[config.mk]
export PLATFORM = sky130hd
export DESIGN_NAME = flag_unit
export DESIGN_NICKNAME = d
export VERILOG_FILES = /design/src/rtl/flag_unit.sv
export SDC_FILE = /design/constraint.sdc
export NUM_CORES = 1
export LEC_CHECK = 0
export CORE_MARGIN = 3
export CORE_UTILIZATION = 44
export CTS_BUF_LIST = sky130_fd_sc_hd__clkbuf_4
export DETAILED_ROUTE_END_ITERATION = 6
export PLACE_DENSITY = 0.77
export SLEW_MARGIN = 10
export SYNTH_ARGS = -nofsm -noshare
export SYNTH_HDL_FRONTEND = slang
export SYNTH_SLANG_ARGS = --single-unit
export TNS_END_PERCENT = 10
[constraint.sdc]
create_clock -name clk -period 1.5 [get_ports clk]
set_input_delay 0.15 -clock clk [delete_from_list [all_inputs] [get_ports clk]]
set_output_delay 0.15 -clock clk [all_outputs]
set_load 0.05 [all_outputs]
[src/rtl/flag_unit.sv]
// Condition-code register with forwarded jump resolution and a LIFO of snapshots for nested interrupts.
// Latency: ccr/depth/ovf/unf update one cycle after the inputs; jump_taken is combinational.
// Backpressure: none. Pushes while full and pops while empty are dropped and flagged sticky in ovf/unf.
module flag_unit #(
    parameter int SAVE_DEPTH = 4,
    parameter int DEPTH_W    = 3
) (
    input  logic               clk,
    input  logic               rst,
    input  logic [5:0]         alu_flags,
    input  logic               flags_we,
    input  logic               set_c,
    input  logic               clr_c,
    input  logic               jmp_valid,
    input  logic [1:0]         jmp_cond,
    input  logic               int_save,
    input  logic               rti_restore,
    output logic [5:0]         ccr,
    output logic               jump_taken,
    output logic [DEPTH_W-1:0] depth,
    output logic               ovf,
    output logic               unf
);

    localparam logic [DEPTH_W-1:0] FULL = DEPTH_W'(SAVE_DEPTH);
    localparam logic [DEPTH_W-1:0] ONE  = DEPTH_W'(1);

    logic [2:0] flags_q;
    logic [2:0] w0, w1, w2;
    logic       tested;
    logic       do_restore, do_push, pop_empty, push_full;
    logic [2:0] stack [SAVE_DEPTH];
    logic       unused_rsvd;

    assign unused_rsvd = ^alu_flags[5:3];
    assign ccr         = {3'b000, flags_q};

    always_comb begin
        w0 = flags_we ? alu_flags[2:0] : flags_q;
        w1 = w0;
        if (set_c)
            w1[2] = 1'b1;
        else if (clr_c)
            w1[2] = 1'b0;

        case (jmp_cond)
            2'b00:   tested = 1'b1;
            2'b01:   tested = w1[0];
            2'b10:   tested = w1[1];
            default: tested = w1[2];
        endcase
        jump_taken = rst & jmp_valid & tested;

        // A taken conditional jump consumes the flag it tested.
        w2 = w1;
        if (jump_taken) begin
            case (jmp_cond)
                2'b01:   w2[0] = 1'b0;
                2'b10:   w2[1] = 1'b0;
                2'b11:   w2[2] = 1'b0;
                default: ;
            endcase
        end
    end

    // Restore outranks save; a simultaneous save is dropped without flagging.
    assign do_restore = rti_restore && (depth != '0);
    assign pop_empty  = rti_restore && (depth == '0);
    assign do_push    = int_save && !rti_restore && (depth != FULL);
    assign push_full  = int_save && !rti_restore && (depth == FULL);

    always_ff @(posedge clk or negedge rst) begin
        if (!rst) begin
            flags_q <= 3'b000;
            depth   <= '0;
            ovf     <= 1'b0;
            unf     <= 1'b0;
        end else begin
            if (do_restore) begin
                flags_q <= stack[0];
                depth   <= depth - ONE;
            end else begin
                flags_q <= w2;
                if (do_push)
                    depth <= depth + ONE;
            end
            if (pop_empty)
                unf <= 1'b1;
            if (push_full)
                ovf <= 1'b1;
        end
    end

    // Shift-register stack: entry 0 is always the most recent snapshot.
    always_ff @(posedge clk or negedge rst) begin
        if (!rst) begin
            for (int i = 0; i < SAVE_DEPTH; i++)
                stack[i] <= 3'b000;
        end else if (do_push) begin
            stack[0] <= w2;
            for (int i = 1; i < SAVE_DEPTH; i++)
                stack[i] <= stack[i-1];
        end else if (do_restore) begin
            for (int i = 0; i < SAVE_DEPTH - 1; i++)
                stack[i] <= stack[i+1];
            stack[SAVE_DEPTH-1] <= 3'b000;
        end
    end

endmodule

==> results of run 1 <==
-- routing by layer --
metal,up-vias,wire [µm]
li1,413,-
met1,395,855
met2,25,1130
met3,2,160
met4,0,13
met5,-,0
-- logic make-up (layout without fill, tap and decap cells) --
logic type | count (synthesis) | after routing | synth area share, %
AO/OA/AOI/OAI | 22 | 22 | 14.6
multiplexers | 11 | 11 | 10.5
other | 1 | 3 | 0.358
adder cells (fa/ha/maj) | 1 | 1 | 1.91
AND/OR/NAND/NOR | 31 | 31 | 15.7
buffers and inverters | 12 | 49 | 7.53
XOR/XNOR | 2 | 2 | 1.67
flip-flops | 20 | 20 | 47.8
-- layout make-up --
type	count	share of cell area, %
multi-input combinational	70	34.8
sequential	20	33.7
timing repair buffer	39	25.6
tap	28	2.34
clock buffer	4	2.01
inverter	6	1.50
-- report_power, final --
group	switching, µW	internal [µW]	total (µW)	leakage [µW]
sequential	236	795	1030	0.000232
combinational	844	715	1560	0.000418
clock	150	121	271	0.0000184
-- worst reg2reg max path, cell delays in order, from the launching register on --
cell and delay, ns:
dfrtp_2 0.47, nor3_4 0.23, nor2_4 0.06, inv_2 0.06
fa_2 0.42, a21oi_1 0.14
-- timing repair --
item | in CTS | in global routing
endpoints found under the hold margin | 0 | 0
cloned | 0 | 0
resized for setup | 3 | 5
buffers inserted | 2 | 3
pin swaps | 3 | 6
endpoints found under the setup margin | 5 | 14
-- registers in the layout, summed over array words and instances, names as in the netlist --
name / flops
depth: 3
flags_q: 3
ovf: 1
stack: 12
unf: 1
-- stage by stage --
| stage | setup slack, ns | setup TNS (ns) |
|---|---|---|
| 2_1_floorplan | -0.151 | -0.307 |
| 3_3_place_gp | -0.112 | -0.369 |
| 3_5_place_dp | -0.174 | -0.889 |
| 4_1_cts | -0.0621 | -0.0621 |
| 5_1_grt | -0.0548 | -0.217 |
| 6_report | 0.0151 | 0 |
-- cell usage after synthesis, types with 2 or more instances --
cell type / n
a21oi_1: 9
mux2i_1: 11
buf_4: 3
nor2_1: 11
nand2_1: 10
nor2b_1: 2
a31oi_1: 2
inv_1: 5
dfrtp_1: 20
nor2_4: 2
buf_6: 3
xnor2_1: 2
nor3_1: 3
a22o_1: 4
-- worst paths after layout --
check,to,depth (start not counted),from,slack (ns)
max,jump_taken,5,jmp_cond[1],0.02
min,flags_q[1],2,rst,0.19
max reg2reg,depth[1],5,depth[0],0.04
min reg2reg,unf,1,unf,0.47
max in group asynchronous,depth[1],2,rst,1.04
min in group clk,unf,1,unf,0.47
==> results.sh, run 1 <==
export IMPL_nFillCells=189
export IMPL_final_period_utilization_pct=99.0
export IMPL_arrival_ns=1.33
export IMPL_yosysSeqAreaShare_pct=47.8
export IMPL_cts_sinks=20
export IMPL_crit_path_top_delay_cell="clkdlybuf4s50_1"
export IMPL_clk_pin_slew_worst_paths_ns=0.11
export IMPL_synth_seq_cells=20
export IMPL_top_usage_layer="met2"
export IMPL_vias=835
export IMPL_area_growth_pct=43.0
export IMPL_totalPowerFinal_uw=2860
export IMPL_nets=157
export IMPL_die_y_um=54.8
export IMPL_dr_pass1_iters=4
export IMPL_cp_max_fo=3
export IMPL_synth_top_area_share_pct=47.8
export IMPL_syn_inst=100
export IMPL_drive_above_1_share_pct=38.1
export IMPL_clockBufferDepth=2
export IMPL_die_x_um=54.8
export IMPL_synth_edf_count=0
export IMPL_synth_flop_cell="dfrtp_1"
export IMPL_report_final_setup_viol=0
export IMPL_antenna_found_initial=0
export IMPL_grt_use_met2_pct=32.5
export IMPL_maxSlewViolCount=0
export IMPL_max_freq_ghz=0.673
export IMPL_rows=17
export IMPL_core_area_mm2=0.00223
export IMPL_crit_buf_inv=2
export IMPL_grt_usage_pct=16.6
export IMPL_hold_viol=0
export IMPL_final_area_mm2=0.00150
export IMPL_vias_per_cell=5.00
export IMPL_peakVddDrop_uv=1570
export IMPL_drc=0
export IMPL_cts_root_buf="clkbuf_4"
export IMPL_grt_pass1_vias=873
export IMPL_gp_congestion=0.753
export IMPL_grt_first_pass_wirelength_um=3550
export IMPL_syn_avg_cell_area_um2=10.5
export IMPL_cellLeakagePower_uw=0.000668
export IMPL_cts_hold_buf=0
export IMPL_end_kind="output pin"
export IMPL_ys_warn_count=0
export IMPL_crit_family="buffers and inverters"
export IMPL_whs_ns=0.189
export IMPL_multiInputGateArea_um2=522
export IMPL_tritoncts="built"
export IMPL_final_common_cell="buf_4"
export IMPL_synthDistinctLibCells=27
export IMPL_placed_area_mm2=0.00141
export IMPL_io_pins=28
export IMPL_seq_area_um2=504
export IMPL_antenna_left=0
export IMPL_yosys_top_cells_area="dfrtp_1 (48%), mux2i_1 (11%), a21oi_1 (4.3%)"
export IMPL_first_iter_violations=9
export IMPL_status="finished, final reports clean"
export IMPL_clock_latency_ns=0.29
export IMPL_grt_max_degree=18
export IMPL_instances_no_fill=167
export IMPL_drt_total_wl_um=2160
export IMPL_yosys_area_top_type="dfrtp_1"
export IMPL_grt_overflow=0
export IMPL_io_buffers=21
export IMPL_dp_cells=158
export IMPL_met3_usage_pct=3.54
export IMPL_rsz0062_at_grt="true"
export IMPL_crit_type="in2out"
export IMPL_hpwl_um=1680
export IMPL_cp_start_kind="input port"
export IMPL_max_cap_violations=0
export IMPL_antenna_cells=0
export IMPL_wire_per_inst_um=12.9
export IMPL_globalRouteMet1Util_pct=16.7
export IMPL_crit_path_cell_trace="clkdlybuf4s50_1, nor2b_1, a22o_1, nor3_4, buf_12"
export IMPL_powerDensity_mw_per_mm2=1910
export IMPL_dieArea_mm2=0.00300
export IMPL_h_tree_depth=1
export IMPL_fin_util_pct=67.1
export IMPL_finClkSkew_ns=0.00295
export IMPL_numCtsBuffers=3
export IMPL_start_util_pct=46.9
export IMPL_cp_required_ns=1.35
export IMPL_period_needed_ns=1.48
export IMPL_async_flop_share_pct=100
export IMPL_final_cell_mix="buf_4 (22), dfrtp_1 (17), mux2i_1 (11), clkdlybuf4s50_1 (11), nand2_1 (10)"
export IMPL_critPathMaxStageDelay_ns=0.44
export IMPL_min_path_type="in2async"
export IMPL_syn_area_mm2=0.00105
Power figures use the tool's default switching activity.
==> run 2: changes to the inputs <==
--- a/config.mk
+++ b/config.mk
@@ -5,11 +5,14 @@
 export SDC_FILE = /design/constraint.sdc
 export NUM_CORES = 1
 export LEC_CHECK = 0
+export CELL_PAD_IN_SITES_DETAIL_PLACEMENT = 1
+export CELL_PAD_IN_SITES_GLOBAL_PLACEMENT = 2
 export CORE_MARGIN = 3
-export CORE_UTILIZATION = 44
+export CORE_UTILIZATION = 27
 export CTS_BUF_LIST = sky130_fd_sc_hd__clkbuf_4
+export CTS_CLUSTER_SIZE = 25
 export DETAILED_ROUTE_END_ITERATION = 6
-export PLACE_DENSITY = 0.77
+export PLACE_DENSITY = 0.76
 export SLEW_MARGIN = 10
 export SYNTH_ARGS = -nofsm -noshare
 export SYNTH_HDL_FRONTEND = slang
==> results.sh, run 2 (synthesis results as in run 1) <==
export IMPL_met3_usage_pct=2.13
export IMPL_final_cell_mix="buf_4 (18), dfrtp_1 (17), clkdlybuf4s50_1 (11)"
export IMPL_drc=0
export IMPL_whs_ns=0.314
export IMPL_io_buffers=21
export IMPL_nFillCells=421
export IMPL_cp_required_ns=1.35
export IMPL_top_usage_layer="met2"
export IMPL_largest_reg_flops=12
export IMPL_finClkSkew_ns=0.00266
export IMPL_cp_start_kind="flop"
export IMPL_final_area_mm2=0.00156
export IMPL_drive_above_1_share_pct=39.7
export IMPL_numCtsBuffers=3
export IMPL_placed_area_mm2=0.00141
export IMPL_cellLeakagePower_uw=0.000666
export IMPL_cts_root_buf="clkbuf_4"
export IMPL_vias_per_cell=4.64
export IMPL_clk_pin_slew_worst_paths_ns=0.12
export IMPL_gp_congestion=0.709
export IMPL_max_cap_violations=0
export IMPL_status="finished, final reports clean"
export IMPL_die_x_um=68.3
export IMPL_report_final_setup_viol=0
export IMPL_cts_sinks=20
export IMPL_peakVddDrop_uv=743
export IMPL_rows=22
export IMPL_start_util_pct=28.4
export IMPL_dr_pass1_iters=4
export IMPL_nets=154
export IMPL_period_needed_ns=1.49
export IMPL_die_y_um=68.3
export IMPL_regMostFlops="stack"
export IMPL_area_growth_pct=48.5
export IMPL_end_kind="output pin"
export IMPL_wire_per_inst_um=13.8
export IMPL_antenna_cells=0
export IMPL_hpwl_um=1890
export IMPL_core_area_mm2=0.00369
export IMPL_final_period_utilization_pct=99.6
export IMPL_max_freq_ghz=0.669
export IMPL_crit_type="reg2out"
export IMPL_grt_usage_pct=12.3
export IMPL_rsz0062_at_grt="true"
export IMPL_antenna_found_initial=0
export IMPL_largestRegisters="stack: 12 flops, depth: 3 flops, flags_q: 3 flops"
export IMPL_vias=854
export IMPL_cp_max_fo=2
export IMPL_tritoncts="built"
export IMPL_antenna_left=0
export IMPL_arrival_ns=1.34
export IMPL_grt_pass1_vias=908
export IMPL_final_common_cell="buf_4"
export IMPL_grt_max_degree=21
export IMPL_min_path_type="in2async"
export IMPL_globalRouteMet1Util_pct=15.4
export IMPL_grt_overflow=0
export IMPL_hold_viol=0
export IMPL_grt_use_met2_pct=20.5
export IMPL_clockBufferDepth=2
export IMPL_h_tree_depth=1
export IMPL_first_iter_violations=11
export IMPL_grt_first_pass_wirelength_um=4260
export IMPL_drt_total_wl_um=2540
export IMPL_io_pins=28
export IMPL_clock_latency_ns=0.30
export IMPL_powerDensity_mw_per_mm2=2020
export IMPL_dieArea_mm2=0.00466
export IMPL_maxSlewViolCount=0
-- run 2: cell count changes in the layout (fill, tap and decap cells not counted), sizes merged --
cell	delta
bufinv	+1
clkbuf	-1
buf	-3
-- run 2: layer usage --
metal	routed length, µm	vias to the layer above	share of wire, %
met4	53	0	2.1
met5	0	-	0
met3	102	4	4.0
met2	1220	20	48
met1	1160	422	46
li1	-	408	-
-- run 2: through the flow --
stage,utilization (%),TNS [ns],power (µW),worst slack [ns],instances
floorplan,-,-0.307,1970,-0.151,102
global placement,38.1,-0.541,2440,-0.122,174
detailed placement,38.1,-1.14,2510,-0.197,174
CTS,40.3,-0.114,3020,-0.0824,180
global route,42.2,-0.536,3370,-0.119,184
finish,42.2,0,3140,0.00578,184
-- run 2: path summary, 6_finish.rpt --
kind                             from    endpoint  slack, ns  cells after the start
max                        flags_q[2]  jump_taken      0.006                      5
max reg2reg                  depth[0]    depth[1]       0.03                      5
min in group clk                  unf         unf       0.47                      1
min                               rst    stack[0]       0.31                      2
min reg2reg                       unf         unf       0.47                      1
max in group asynchronous         rst    depth[2]       0.96                      2
-- run 2: where the power goes --
| group | leakage, µW | internal, µW | total, µW | switching, µW |
|---|---|---|---|---|
| combinational | 0.000407 | 756 | 1650 | 894 |
| clock | 0.0000279 | 270 | 445 | 175 |
| sequential | 0.000232 | 794 | 1050 | 252 |
-- run 2: layout make-up --
type / instances / area, µm² / share of cell area (%)
Tap cell: 48 / 60.1 / 3.86
Inverter: 6 / 22.5 / 1.45
Clock buffer: 3 / 22.5 / 1.45
Clock inverter: 1 / 30.0 / 1.93
Multi-Input combinational cell: 70 / 551 / 35.4
Sequential cell: 20 / 504 / 32.4
Timing Repair Buffer: 36 / 365 / 23.5
-- run 2: worst max-delay path: stages (launching register included) --
cell and delay (ns):
dfrtp_1 0.37, mux2i_1 0.07, nor2_1 0.18, nor3_2 0.07, nor3_4 0.20, buf_12 0.16
-- run 2: timing repair --
item | in CTS | in global routing
resized for setup | 5 | 11
setup buffers | 2 | 4
pin swaps | 2 | 8
hold endpoints to repair | 0 | 0
setup endpoints to repair | 7 | 13
hold buffers | 0 | 0
==> run 3: changes to the inputs <==
--- a/config.mk
+++ b/config.mk
@@ -17,4 +17,4 @@
 export SYNTH_ARGS = -nofsm -noshare
 export SYNTH_HDL_FRONTEND = slang
 export SYNTH_SLANG_ARGS = --single-unit
-export TNS_END_PERCENT = 10
+export TNS_END_PERCENT = 20
==> results.sh, run 3 (synthesis results as in run 1) <==
export IMPL_cp_required_ns=1.35
export IMPL_cts_root_buf="clkbuf_4"
export IMPL_grt_usage_pct=12.7
export IMPL_final_common_cell="buf_4"
export IMPL_hold_viol=0
export IMPL_cellInternalPower_uw=1690
export IMPL_numCtsBuffers=3
export IMPL_status="complete, but fails checks"
export IMPL_die_x_um=68.3
export IMPL_grt_overflow=0
export IMPL_reg2reg_from="depth[2]"
export IMPL_die_y_um=68.3
export IMPL_setup_ws_ns=-0.0104
export IMPL_final_period_utilization_pct=101
export IMPL_antenna_left=0
export IMPL_h_tree_depth=1
export IMPL_powerDensity_mw_per_mm2=1890
export IMPL_cp_startpoint="flags_q[2]"
export IMPL_multiInputGateArea_um2=572
export IMPL_tritoncts="built"
export IMPL_cts_hold_buf=0
export IMPL_dr_pass1_iters=4
export IMPL_io_buffers=21
export IMPL_nets=157
export IMPL_grt_pass1_vias=912
export IMPL_max_cap_violations=0
export IMPL_core_area_mm2=0.00369
export IMPL_max_freq_ghz=0.662
export IMPL_first_iter_violations=32
export IMPL_end_kind="output pin"
export IMPL_clockBufferDepth=2
export IMPL_clk_pin_slew_worst_paths_ns=0.12
export IMPL_regMostFlops="stack"
export IMPL_start_util_pct=28.4
export IMPL_min_path_type="in2async"
export IMPL_grt_max_degree=19
export IMPL_rsz0062_at_grt="true"
export IMPL_placed_area_mm2=0.00142
export IMPL_rows=22
export IMPL_power_frac_seq_pct=34.9
export IMPL_crit_type="reg2out"
export IMPL_period_needed_ns=1.51
export IMPL_vias_per_cell=4.64
export IMPL_final_cell_mix="buf_4 (18), dfrtp_1 (17), mux2i_1 (11), clkdlybuf4s50_1 (11), nand2_1 (10)"
export IMPL_report_final_setup_viol=3
export IMPL_totalPowerFinal_uw=3050
export IMPL_drive_above_1_share_pct=43.2
export IMPL_cellLeakagePower_uw=0.000689
export IMPL_drt_total_wl_um=2750
export IMPL_peakVddDrop_uv=733
export IMPL_switching_share_pct=44.5
export IMPL_vias=868
export IMPL_violations="setup timing"
export IMPL_fin_util_pct=43.7
export IMPL_cp_max_fo=2
export IMPL_cp_start_kind="flop"
export IMPL_final_area_mm2=0.00161
export IMPL_dp_cells=176
export IMPL_cts_sinks=20
export IMPL_wire_per_inst_um=14.7
export IMPL_gp_congestion=0.723
export IMPL_power_switching_uw=1360
export IMPL_antenna_found_initial=0
export IMPL_finClkSkew_ns=0.00348
export IMPL_clock_latency_ns=0.30
export IMPL_largestRegisters="stack: 12 flops, depth: 3 flops, flags_q: 3 flops"
export IMPL_arrival_ns=1.36
export IMPL_maxSlewViolCount=0
export IMPL_area_growth_pct=53.9
export IMPL_drc=0
export IMPL_antenna_cells=0
export IMPL_instances_no_fill=187
export IMPL_nFillCells=414
export IMPL_io_pins=28
export IMPL_grt_first_pass_wirelength_um=4420
export IMPL_p_clk_share_pct=8.7
export IMPL_power_frac_comb_pct=56.4
export IMPL_hpwl_um=2000
export IMPL_largest_reg_flops=12
export IMPL_dieArea_mm2=0.00466
export IMPL_seq_area_um2=504
run 3: layout make-up:
class | count | share of cell area [%]
flip-flops and latches | 20 | 31.3
repair buffers | 39 | 26.5
well taps | 48 | 3.73
clock inverters | 1 | 0.233
clock buffers | 3 | 1.40
inverters | 6 | 1.40
multi-input cells | 70 | 35.5
run 3: critical path: stages, from the launching register on:
cell,delay [ns]
dfrtp_1,0.41
mux2i_1,0.16
nor2_2,0.08
nor3_2,0.19
nor3_4,0.08
buf_12,0.15
run 3: stage by stage:
stage	setup slack [ns]	setup TNS (ns)	hold slack, ns
floorplan	-0.151	-0.307	-0.146
global placement	-0.130	-0.771	0.445
detailed placement	-0.209	-1.36	0.455
CTS	-0.0242	-0.0287	0.219
global route	-0.109	-0.590	0.233
finish	-0.0104	-0.0192	0.225
run 3: final timing paths:
check / end / slack (ns) / cells after the start
worst max-delay path: jump_taken / -0.01 / 5
worst min-delay path: flags_q[2] / 0.22 / 2
worst max register to register: depth[2] / -0.01 / 7
worst min register to register: unf / 0.47 / 1
max in group asynchronous: depth[2] / 0.98 / 2
min in group clk: unf / 0.47 / 1
run 3: layer usage:
layer	routed length, µm	track usage (%)	vias to the layer above	part of all wire, %
met2	1390	21.8	20	51
met3	124	1.97	2	4.5
met4	26	4.47	0	0.95
met1	1210	16.0	432	44
met5	0	0	-	0
li1	-	-	414	-
run 3: power groups by stage:
stage	sequential (µW)	combinational, µW	clock, µW
2_1_floorplan	1340	631	0
3_3_place_gp	1030	1430	0
3_5_place_dp	1060	1480	0
4_1_cts	1050	1510	275
5_1_grt	1110	1850	303
6_report	1070	1720	264
run 3: what timing repair did:
action | 4_1_cts | 5_1_grt
buffers inserted | 1 | 4
resized for setup | 5 | 17
pin swaps | 4 | 3
setup endpoints to repair | 7 | 17
gates cloned | 0 | 2
